===== src/rtl/sterownik_alu_wielobajtowy_pkg.sv =====
// Shared constants for the multi-byte ALU controller.
// The opcode codes match the external 8-bit ALU: DODAJ add, ODEJMIJ sub, LUB or, I and.
// The controller's state encodings are kept here so the bench and any tooling can name them.
package sterownik_alu_wielobajtowy_pkg;

  localparam logic [1:0] DODAJ   = 2'b00;
  localparam logic [1:0] ODEJMIJ = 2'b01;
  localparam logic [1:0] LUB     = 2'b10;
  localparam logic [1:0] I       = 2'b11;

  typedef enum logic [1:0] {
    BEZCZYNNY = 2'b00,
    LICZENIE  = 2'b01,
    GOTOWE    = 2'b10
  } stan_t;

  // Only add/sub propagate a carry/borrow between bytes and report C/OV.
  function automatic logic czy_arytmetyczna(input logic [1:0] wybor);
    return (wybor == DODAJ) || (wybor == ODEJMIJ);
  endfunction

endpackage


===== src/rtl/sterownik_alu_wielobajtowy.sv =====
// Multi-byte initiator for the external 8-bit combinational ALU.
// Accepts an N-byte request (we_*), feeds the ALU one byte per cycle LSB first,
// chains carry/borrow through alu_p, and presents the N-byte result on wy_*.
// Ports:
//   clk, rst                    clock, asynchronous active-high reset
//   we_valid/we_ready           request handshake
//   we_wybor, we_a, we_b, we_p  operation, operands, carry/borrow-in
//   alu_a/b/wybor/p             drive to the ALU (zero outside LICZENIE)
//   alu_wynik/c/even/z/ov       combinational ALU response
//   wy_valid/wy_ready           result handshake
//   wy_wynik, wy_c/even/z/ov    registered result and flags
module sterownik_alu_wielobajtowy
  import sterownik_alu_wielobajtowy_pkg::*;
#(
  parameter int LICZBA_BAJTOW = 2
) (
  input  logic                       clk,
  input  logic                       rst,
  input  logic                       we_valid,
  output logic                       we_ready,
  input  logic [1:0]                 we_wybor,
  input  logic [8*LICZBA_BAJTOW-1:0] we_a,
  input  logic [8*LICZBA_BAJTOW-1:0] we_b,
  input  logic                       we_p,
  output logic [7:0]                 alu_a,
  output logic [7:0]                 alu_b,
  output logic [1:0]                 alu_wybor,
  output logic                       alu_p,
  input  logic [7:0]                 alu_wynik,
  input  logic                       alu_c,
  input  logic                       alu_even,
  input  logic                       alu_z,
  input  logic                       alu_ov,
  output logic                       wy_valid,
  input  logic                       wy_ready,
  output logic [8*LICZBA_BAJTOW-1:0] wy_wynik,
  output logic                       wy_c,
  output logic                       wy_even,
  output logic                       wy_z,
  output logic                       wy_ov
);

  localparam int W  = 8 * LICZBA_BAJTOW;
  localparam int IW = (LICZBA_BAJTOW > 1) ? $clog2(LICZBA_BAJTOW) : 1;
  localparam logic [IW-1:0] OSTATNI = IW'(LICZBA_BAJTOW - 1);

  stan_t stan_reg, stan_next;

  logic [IW-1:0]                  indeks_reg;
  logic [LICZBA_BAJTOW-1:0][7:0]  a_reg;
  logic [LICZBA_BAJTOW-1:0][7:0]  b_reg;
  logic [LICZBA_BAJTOW-1:0][7:0]  wynik_reg;
  logic [LICZBA_BAJTOW-1:0][7:0]  wynik_pelny;
  logic [1:0]                     wybor_reg;
  logic                           lancuch_reg;   // carry/borrow into the current byte
  logic                           z_acc_reg;
  logic                           even_acc_reg;

  logic [W-1:0] wy_wynik_reg;
  logic         wy_c_reg;
  logic         wy_even_reg;
  logic         wy_z_reg;
  logic         wy_ov_reg;

  logic ostatni_bajt;
  assign ostatni_bajt = (indeks_reg == OSTATNI);

  // State register
  always_ff @(posedge clk or posedge rst) begin
    if (rst) begin
      stan_reg <= BEZCZYNNY;
    end else begin
      stan_reg <= stan_next;
    end
  end

  // Next state and handshake/ALU drive
  always_comb begin
    stan_next = stan_reg;
    we_ready  = 1'b0;
    wy_valid  = 1'b0;
    alu_a     = 8'h00;
    alu_b     = 8'h00;
    alu_wybor = 2'b00;
    alu_p     = 1'b0;
    case (stan_reg)
      BEZCZYNNY: begin
        we_ready = 1'b1;
        if (we_valid) begin
          stan_next = LICZENIE;
        end
      end
      LICZENIE: begin
        alu_a     = a_reg[indeks_reg];
        alu_b     = b_reg[indeks_reg];
        alu_wybor = wybor_reg;
        // The chain register holds the ALU's C from the previous byte, which is
        // meaningless for or/and, so it is masked here rather than at capture.
        alu_p     = czy_arytmetyczna(wybor_reg) & lancuch_reg;
        if (ostatni_bajt) begin
          stan_next = GOTOWE;
        end
      end
      GOTOWE: begin
        wy_valid = 1'b1;
        if (wy_ready) begin
          stan_next = BEZCZYNNY;
        end
      end
      default: stan_next = BEZCZYNNY;
    endcase
  end

  // Result bytes including the one the ALU is producing this cycle.
  always_comb begin
    wynik_pelny             = wynik_reg;
    wynik_pelny[indeks_reg] = alu_wynik;
  end

  // Datapath
  always_ff @(posedge clk or posedge rst) begin
    if (rst) begin
      indeks_reg   <= '0;
      a_reg        <= '0;
      b_reg        <= '0;
      wynik_reg    <= '0;
      wybor_reg    <= 2'b00;
      lancuch_reg  <= 1'b0;
      z_acc_reg    <= 1'b0;
      even_acc_reg <= 1'b0;
      wy_wynik_reg <= '0;
      wy_c_reg     <= 1'b0;
      wy_even_reg  <= 1'b0;
      wy_z_reg     <= 1'b0;
      wy_ov_reg    <= 1'b0;
    end else begin
      if ((stan_reg == BEZCZYNNY) && we_valid) begin
        a_reg        <= we_a;
        b_reg        <= we_b;
        wybor_reg    <= we_wybor;
        lancuch_reg  <= we_p;
        indeks_reg   <= '0;
        wynik_reg    <= '0;
        z_acc_reg    <= 1'b1;
        even_acc_reg <= 1'b0;
      end
      if (stan_reg == LICZENIE) begin
        wynik_reg    <= wynik_pelny;
        lancuch_reg  <= alu_c;
        z_acc_reg    <= z_acc_reg & alu_z;
        even_acc_reg <= even_acc_reg ^ alu_even;
        if (ostatni_bajt) begin
          // Outputs are loaded only here, on entry to GOTOWE.
          wy_wynik_reg <= wynik_pelny;
          wy_z_reg     <= z_acc_reg & alu_z;
          wy_even_reg  <= even_acc_reg ^ alu_even;
          wy_c_reg     <= czy_arytmetyczna(wybor_reg) & alu_c;
          wy_ov_reg    <= czy_arytmetyczna(wybor_reg) & alu_ov;
        end else begin
          indeks_reg <= indeks_reg + IW'(1);
        end
      end
    end
  end

  assign wy_wynik = wy_wynik_reg;
  assign wy_c     = wy_c_reg;
  assign wy_even  = wy_even_reg;
  assign wy_z     = wy_z_reg;
  assign wy_ov    = wy_ov_reg;

endmodule


===== config.mk =====
export PLATFORM = sky130hd
export DESIGN_NAME = sterownik_alu_wielobajtowy
export DESIGN_NICKNAME = d
export VERILOG_FILES = /design/src/rtl/sterownik_alu_wielobajtowy_pkg.sv /design/src/rtl/sterownik_alu_wielobajtowy.sv
export SDC_FILE = /design/constraint.sdc
export NUM_CORES = 1
export LEC_CHECK = 0
export ABC_AREA = 1
export BUFFER_PORTS_ARGS = -buffer_cell sky130_fd_sc_hd__buf_2
export CORE_ASPECT_RATIO = 1.2
export CORE_MARGIN = 2
export CORE_UTILIZATION = 46
export DETAILED_ROUTE_END_ITERATION = 7
export PLACE_DENSITY = 0.75
export SLEW_MARGIN = 0
export SYNTH_ARGS = -nofsm -noshare
export SYNTH_HDL_FRONTEND = slang
export SYNTH_SLANG_ARGS = --single-unit

===== constraint.sdc =====
create_clock -name clk -period 2.3 [get_ports clk]
set_clock_uncertainty 0.2 [all_clocks]
set_input_delay 0.345 -clock clk [delete_from_list [all_inputs] [get_ports clk]]
set_output_delay 0.345 -clock clk [all_outputs]
set_load 0.05 [all_outputs]

Word-level counts from Yosys, hierarchy flattened --
Cells that the tools add are included.
Word-level totals: bits in registers 76, word-level logic and storage cells 67
Cells by class: add/sub/neg operators 1, magnitude comparators 2, eq/ne operators 6, mux-type cells 28, bitwise gates (word level) 5, reduce and logical (&&, ||, !) cells 8
Operator list (count):
- 8-bit 2-to-1 mux | 7
- 16-bit 2-to-1 mux | 2
- 16-bit bitwise mux | 1
- 1-bit 2-to-1 mux | 12
- 8-bit demux with 1-bit select | 1
- 2-bit 2-to-1 mux | 4
- 2-bit inequality test, second input constant | 3
- 2-bit case mux with 3 select lines | 1
- 1-bit bitwise AND | 4
- 2-bit by 1-bit == test with 1-bit output, second input constant | 2
- 2-bit zero test | 2
- 3-bit AND reduction | 1
- 2-bit == test, second input constant | 1
- 1-bit logical AND | 2
- 1-bit by 2-bit < comparator with 1-bit output, second input constant | 1
- 2-bit AND reduction | 1
- 2-bit nonzero test | 1
- 1-bit adder, second input constant | 1
- 1-bit >= comparator, second input constant | 1
- 1-bit logical OR | 1
- 1-bit bitwise XOR | 1

Longest topological paths before layout --
word-level depth 6, mapped depth 6

Worst setup path before layout --
Ideal clock, no wire load.
kind register to output, from register stan_reg[1], to output port alu_a[0], data arrival time 1.669 ns, data required time 1.755 ns, setup slack 0.086 ns, stages on the path, launching flop included 6, buffers on the path 2, path through dfrtp_1 -> inv_2 -> nand2_2 -> buf_2 -> buf_6 -> a21oi_1
Between the ends: longest elaborated chain between the ends 2
RTL lines:
- start: declaration | RTL line sterownik_alu_wielobajtowy.sv:47 | stan_t stan_reg, stan_next;
- start signal: assignment | RTL line sterownik_alu_wielobajtowy.sv:73 | stan_reg <= stan_next;
- 2-bit by 1-bit == test with 1-bit output | RTL line sterownik_alu_wielobajtowy.sv:86 | case (stan_reg)
- 8-bit 2-to-1 mux | RTL line sterownik_alu_wielobajtowy.sv:86
- end: declaration | RTL line sterownik_alu_wielobajtowy.sv:25 | output logic [7:0] alu_a,
No other way between the ends.

Worst setup path in the final report --
from register stan_reg[1], to output port alu_a[2]
Same word-level chain as after synthesis.

==> summary.txt <==
GLOBAL ROUTING
-------------------------------------------------------------------------------------
Antenna violations before repair .......................................            0
Total overflow reported by the global router ...........................            0
Via count of the first global-routing pass .............................         2606
Total track usage ......................................................        21.2%
Largest net degree at the start of global routing ......................           37
Wire length of the first global-routing pass ...........................      12.1 mm

PLACE
-------------------------------------------------------------------------------------
HPWL after detailed placement ..........................................      5.04 mm
Cell Area, Placed ......................................................    3580 um^2
Count of port buffers added during placement ...........................           91
Final estimated routing congestion in global placement .................        0.864

ROUTING
-------------------------------------------------------------------------------------
Antenna-violating nets left ............................................            0
Vias ...................................................................         2770
DR iter-0 viols ........................................................          138
Mean number of vias per cell ...........................................         4.87
Final WL ...............................................................      7.21 mm
Number of detailed-route iterations in the first pass ..................            4
Detailed-route wire length per cell ....................................      12.7 um
Post-route DRC violation count .........................................            0

CTS
-------------------------------------------------------------------------------------
Number of H-tree levels ................................................            3
Inserted Clock Buffers .................................................            9
CTS tree ...............................................................        built
Root buffer selected by CTS ............................................ sky130_fd_sc_hd__clkbuf_8
Num Clock Sinks ........................................................           68
Clk slew on worst S/H paths ............................................      0.07 ns
Post-CTS setup buffer count ............................................            0
Clock network latency to the later pin of the worst-skew pair ..........      0.34 ns
Buffers from clock root to sink, at most ...............................            2

FINAL LAYOUT
-------------------------------------------------------------------------------------
Post-layout nets .......................................................          531
Diodes inserted ........................................................            0
Design Area, Final .....................................................    3770 um^2
Signed area change from the synthesized netlist to the final layout ....        22.9%
Fillers ................................................................          630
Most frequent standard cell in the layout excluding fill and tap cells . sky130_fd_sc_hd__nand2_1
Commonest cells after routing, fill and taps aside ..................... sky130_fd_sc_hd__nand2_1, sky130_fd_sc_hd__buf_2, sky130_fd_sc_hd__dfrtp_1
Share of cells above drive strength 1 ..................................        25.4%
Post-layout util .......................................................        58.5%

SETUP PATH
-------------------------------------------------------------------------------------
Maximum fanout encountered on the critical timing path .................           20
Signal arrival time at the worst endpoint ..............................      1.57 ns
Longest individual stage delay on the worst path .......................      0.45 ns
CP cell instances ...................................................... inv_2 -> nand2_4 -> a21oi_1 -> buf_2
Crit Path Class ........................................................   reg -> out
Required time of the critical path .....................................      1.75 ns
Cell with the largest stage delay on the worst path .................... sky130_fd_sc_hd__dfrtp_1
Critical path endpoint category ........................................  output port
Type of origin of the critical path ....................................     register
R2R setup slack ........................................................      0.58 ns

STA
-------------------------------------------------------------------------------------
RSZ-0062 raised after global routing ...................................        false
Worst relative slew slack ..............................................        53.9%
Final hold viol count ..................................................            0
Aggregate negative setup slack .........................................         0 ns
Number of slew-limit violations in the final report ....................            0
Max Fclk ...............................................................      473 MHz
Actual transition at the worst max-transition pin ......................     0.690 ns
Number of setup violations in the final report .........................            0
Min cycle time layout ..................................................      2.11 ns
Final critical-path share of the clock period ..........................        91.9%

SYNTHESIS
-------------------------------------------------------------------------------------
Complex-gate fraction of the synthesized area ..........................        3.18%
Synth Area in XOR/XNOR .................................................           0%
Sequential-to-total area share from yosys stat .........................        55.5%
Gate Count Post-Synth ..................................................          392
Mean instance size in the synthesized netlist ..........................    7.82 um^2
Number of flip-flops and latches in the synthesized netlist ............           68
Post-synth design cell area ............................................    3070 um^2
Number of synthesis warnings ...........................................            0
Count of unique library cells instantiated by Yosys ....................           18
Simple-gate share of the synthesized area ..............................        35.7%
Syn nets ...............................................................          443
Adder-cell area share of the yosys netlist .............................           0%
Combinational family with the most area after synthesis ................ simple AND/OR/NAND/NOR gates
Fraction of synthesized area in multiplexers ...........................           0%

FLOORPLANNING
-------------------------------------------------------------------------------------
I/O pin count ..........................................................           92
Core area ..............................................................    6450 um^2
Standard-cell row count ................................................           32
Die area ...............................................................    7340 um^2
Chip Width .............................................................      78.5 um
Die boundary height ....................................................      93.4 um
Starting density of the core ...........................................        47.6%

RUN
-------------------------------------------------------------------------------------
Number of max-cap violations ...........................................            0

POWER
-------------------------------------------------------------------------------------
PD cells ............................................................... 1590 nW/um^2
Max VDD drop ...........................................................   0.000929 V
Static leakage .........................................................      2.18 nW

WORST HOLD PATH
-------------------------------------------------------------------------------------
HP Class ...............................................................    in -> reg

OUTCOME
-------------------------------------------------------------------------------------
Status ................................................................. finished clean

repair_timing:
item / 4_1_cts / 5_1_grt
gates resized for setup: 0 / 1
hold buffers: 2 / 0
endpoints found under the hold margin: 17 / 0
endpoints found under the setup margin: 0 / 17
cells by family after synthesis:
| kind of cell | count (synthesis) |
|---|---|
| buffers and inverters | 35 |
| DFF | 68 |
| and+or+nand+nor | 270 |
| AOI/OAI and AO/OA | 19 |
final timing paths:
check	startpoint	endpoint	cells after the start
max	stan_reg[1]$_DFFE_PP0P_	alu_a[2]	4
min	alu_wynik[7]	wy_wynik[15]$_DFFE_PP0P_	3
max reg2reg	indeks_reg$_DFF_PP0_	stan_reg[1]$_DFFE_PP0P_	3
min reg2reg	wy_wynik[10]$_DFFE_PP0P_	wy_wynik[10]$_DFFE_PP0P_	2
max in group asynchronous	rst	b_reg[8]$_DFFE_PP0P_	4
min in group asynchronous	rst	wybor_reg[1]$_DFFE_PP0P_	3
power by group:
part / total (W) / switching (W) / internal (W)
combinational: 0.00307 / 0.00230 / 0.000769
sequential: 0.00207 / 0.000331 / 0.00174
clock: 0.000856 / 0.000414 / 0.000442
critical path, delay by kind of cell (launching register included):
family / cells / cell delay [ns]
buffers and inverters: 2 / 0.42
DFF: 1 / 0.45
AOI/OAI and AO/OA: 1 / 0.19
and+or+nand+nor: 1 / 0.17
synthesized netlist by cell type:
library cell,n,area [um^2]
sky130_fd_sc_hd__clkbuf_1,6,22.5
sky130_fd_sc_hd__nand2_2,2,12.5
sky130_fd_sc_hd__buf_4,5,37.5
sky130_fd_sc_hd__buf_1,1,3.75
sky130_fd_sc_hd__inv_2,3,11.3
sky130_fd_sc_hd__inv_1,6,22.5
sky130_fd_sc_hd__o31ai_1,1,7.51
sky130_fd_sc_hd__nand2_1,220,826
sky130_fd_sc_hd__o21ai_1,1,5.00
sky130_fd_sc_hd__nor2_1,6,22.5
sky130_fd_sc_hd__buf_2,13,65.1
sky130_fd_sc_hd__nand3_1,36,180
sky130_fd_sc_hd__nand4_1,3,18.8
sky130_fd_sc_hd__o21ai_0,1,5.00
sky130_fd_sc_hd__buf_6,1,11.3
sky130_fd_sc_hd__nor2_4,3,33.8
sky130_fd_sc_hd__dfrtp_1,68,1700
sky130_fd_sc_hd__a21oi_1,16,80.1
per-stage QoR:
stage / instances / hold WS [ns] / total power (W) / setup WS, ns
3_3_place_gp: 552 / 0.167 / 0.00510 / 0.476
6_report: 569 / 0.0217 / 0.00600 / 0.186
2_1_floorplan: 392 / 0.240 / 0.00449 / 0.0435
5_1_grt: 569 / 0.0367 / 0.00644 / 0.0985
4_1_cts: 569 / 0.0121 / 0.00604 / 0.0437
3_5_place_dp: 552 / 0.179 / 0.00517 / 0.419
metal layers:
layer	share of wire (%)	global-route usage (%)
met2	48	33.8
met5	0	0
met3	5.1	3.47
met1	44	27.8
met4	2.5	11.5
cell type report:
class | instances | area [um^2] | share of cell area, %
clock inverter | 2 | 10.0 | 0.266
multi-input combinational | 289 | 1200 | 31.7
sequential | 68 | 1700 | 45.1
inverter | 9 | 33.8 | 0.896
timing repair buffer | 103 | 563 | 14.9
clock buffer | 13 | 159 | 4.22
tap | 85 | 106 | 2.82
(Power assumes the default switching activity.)
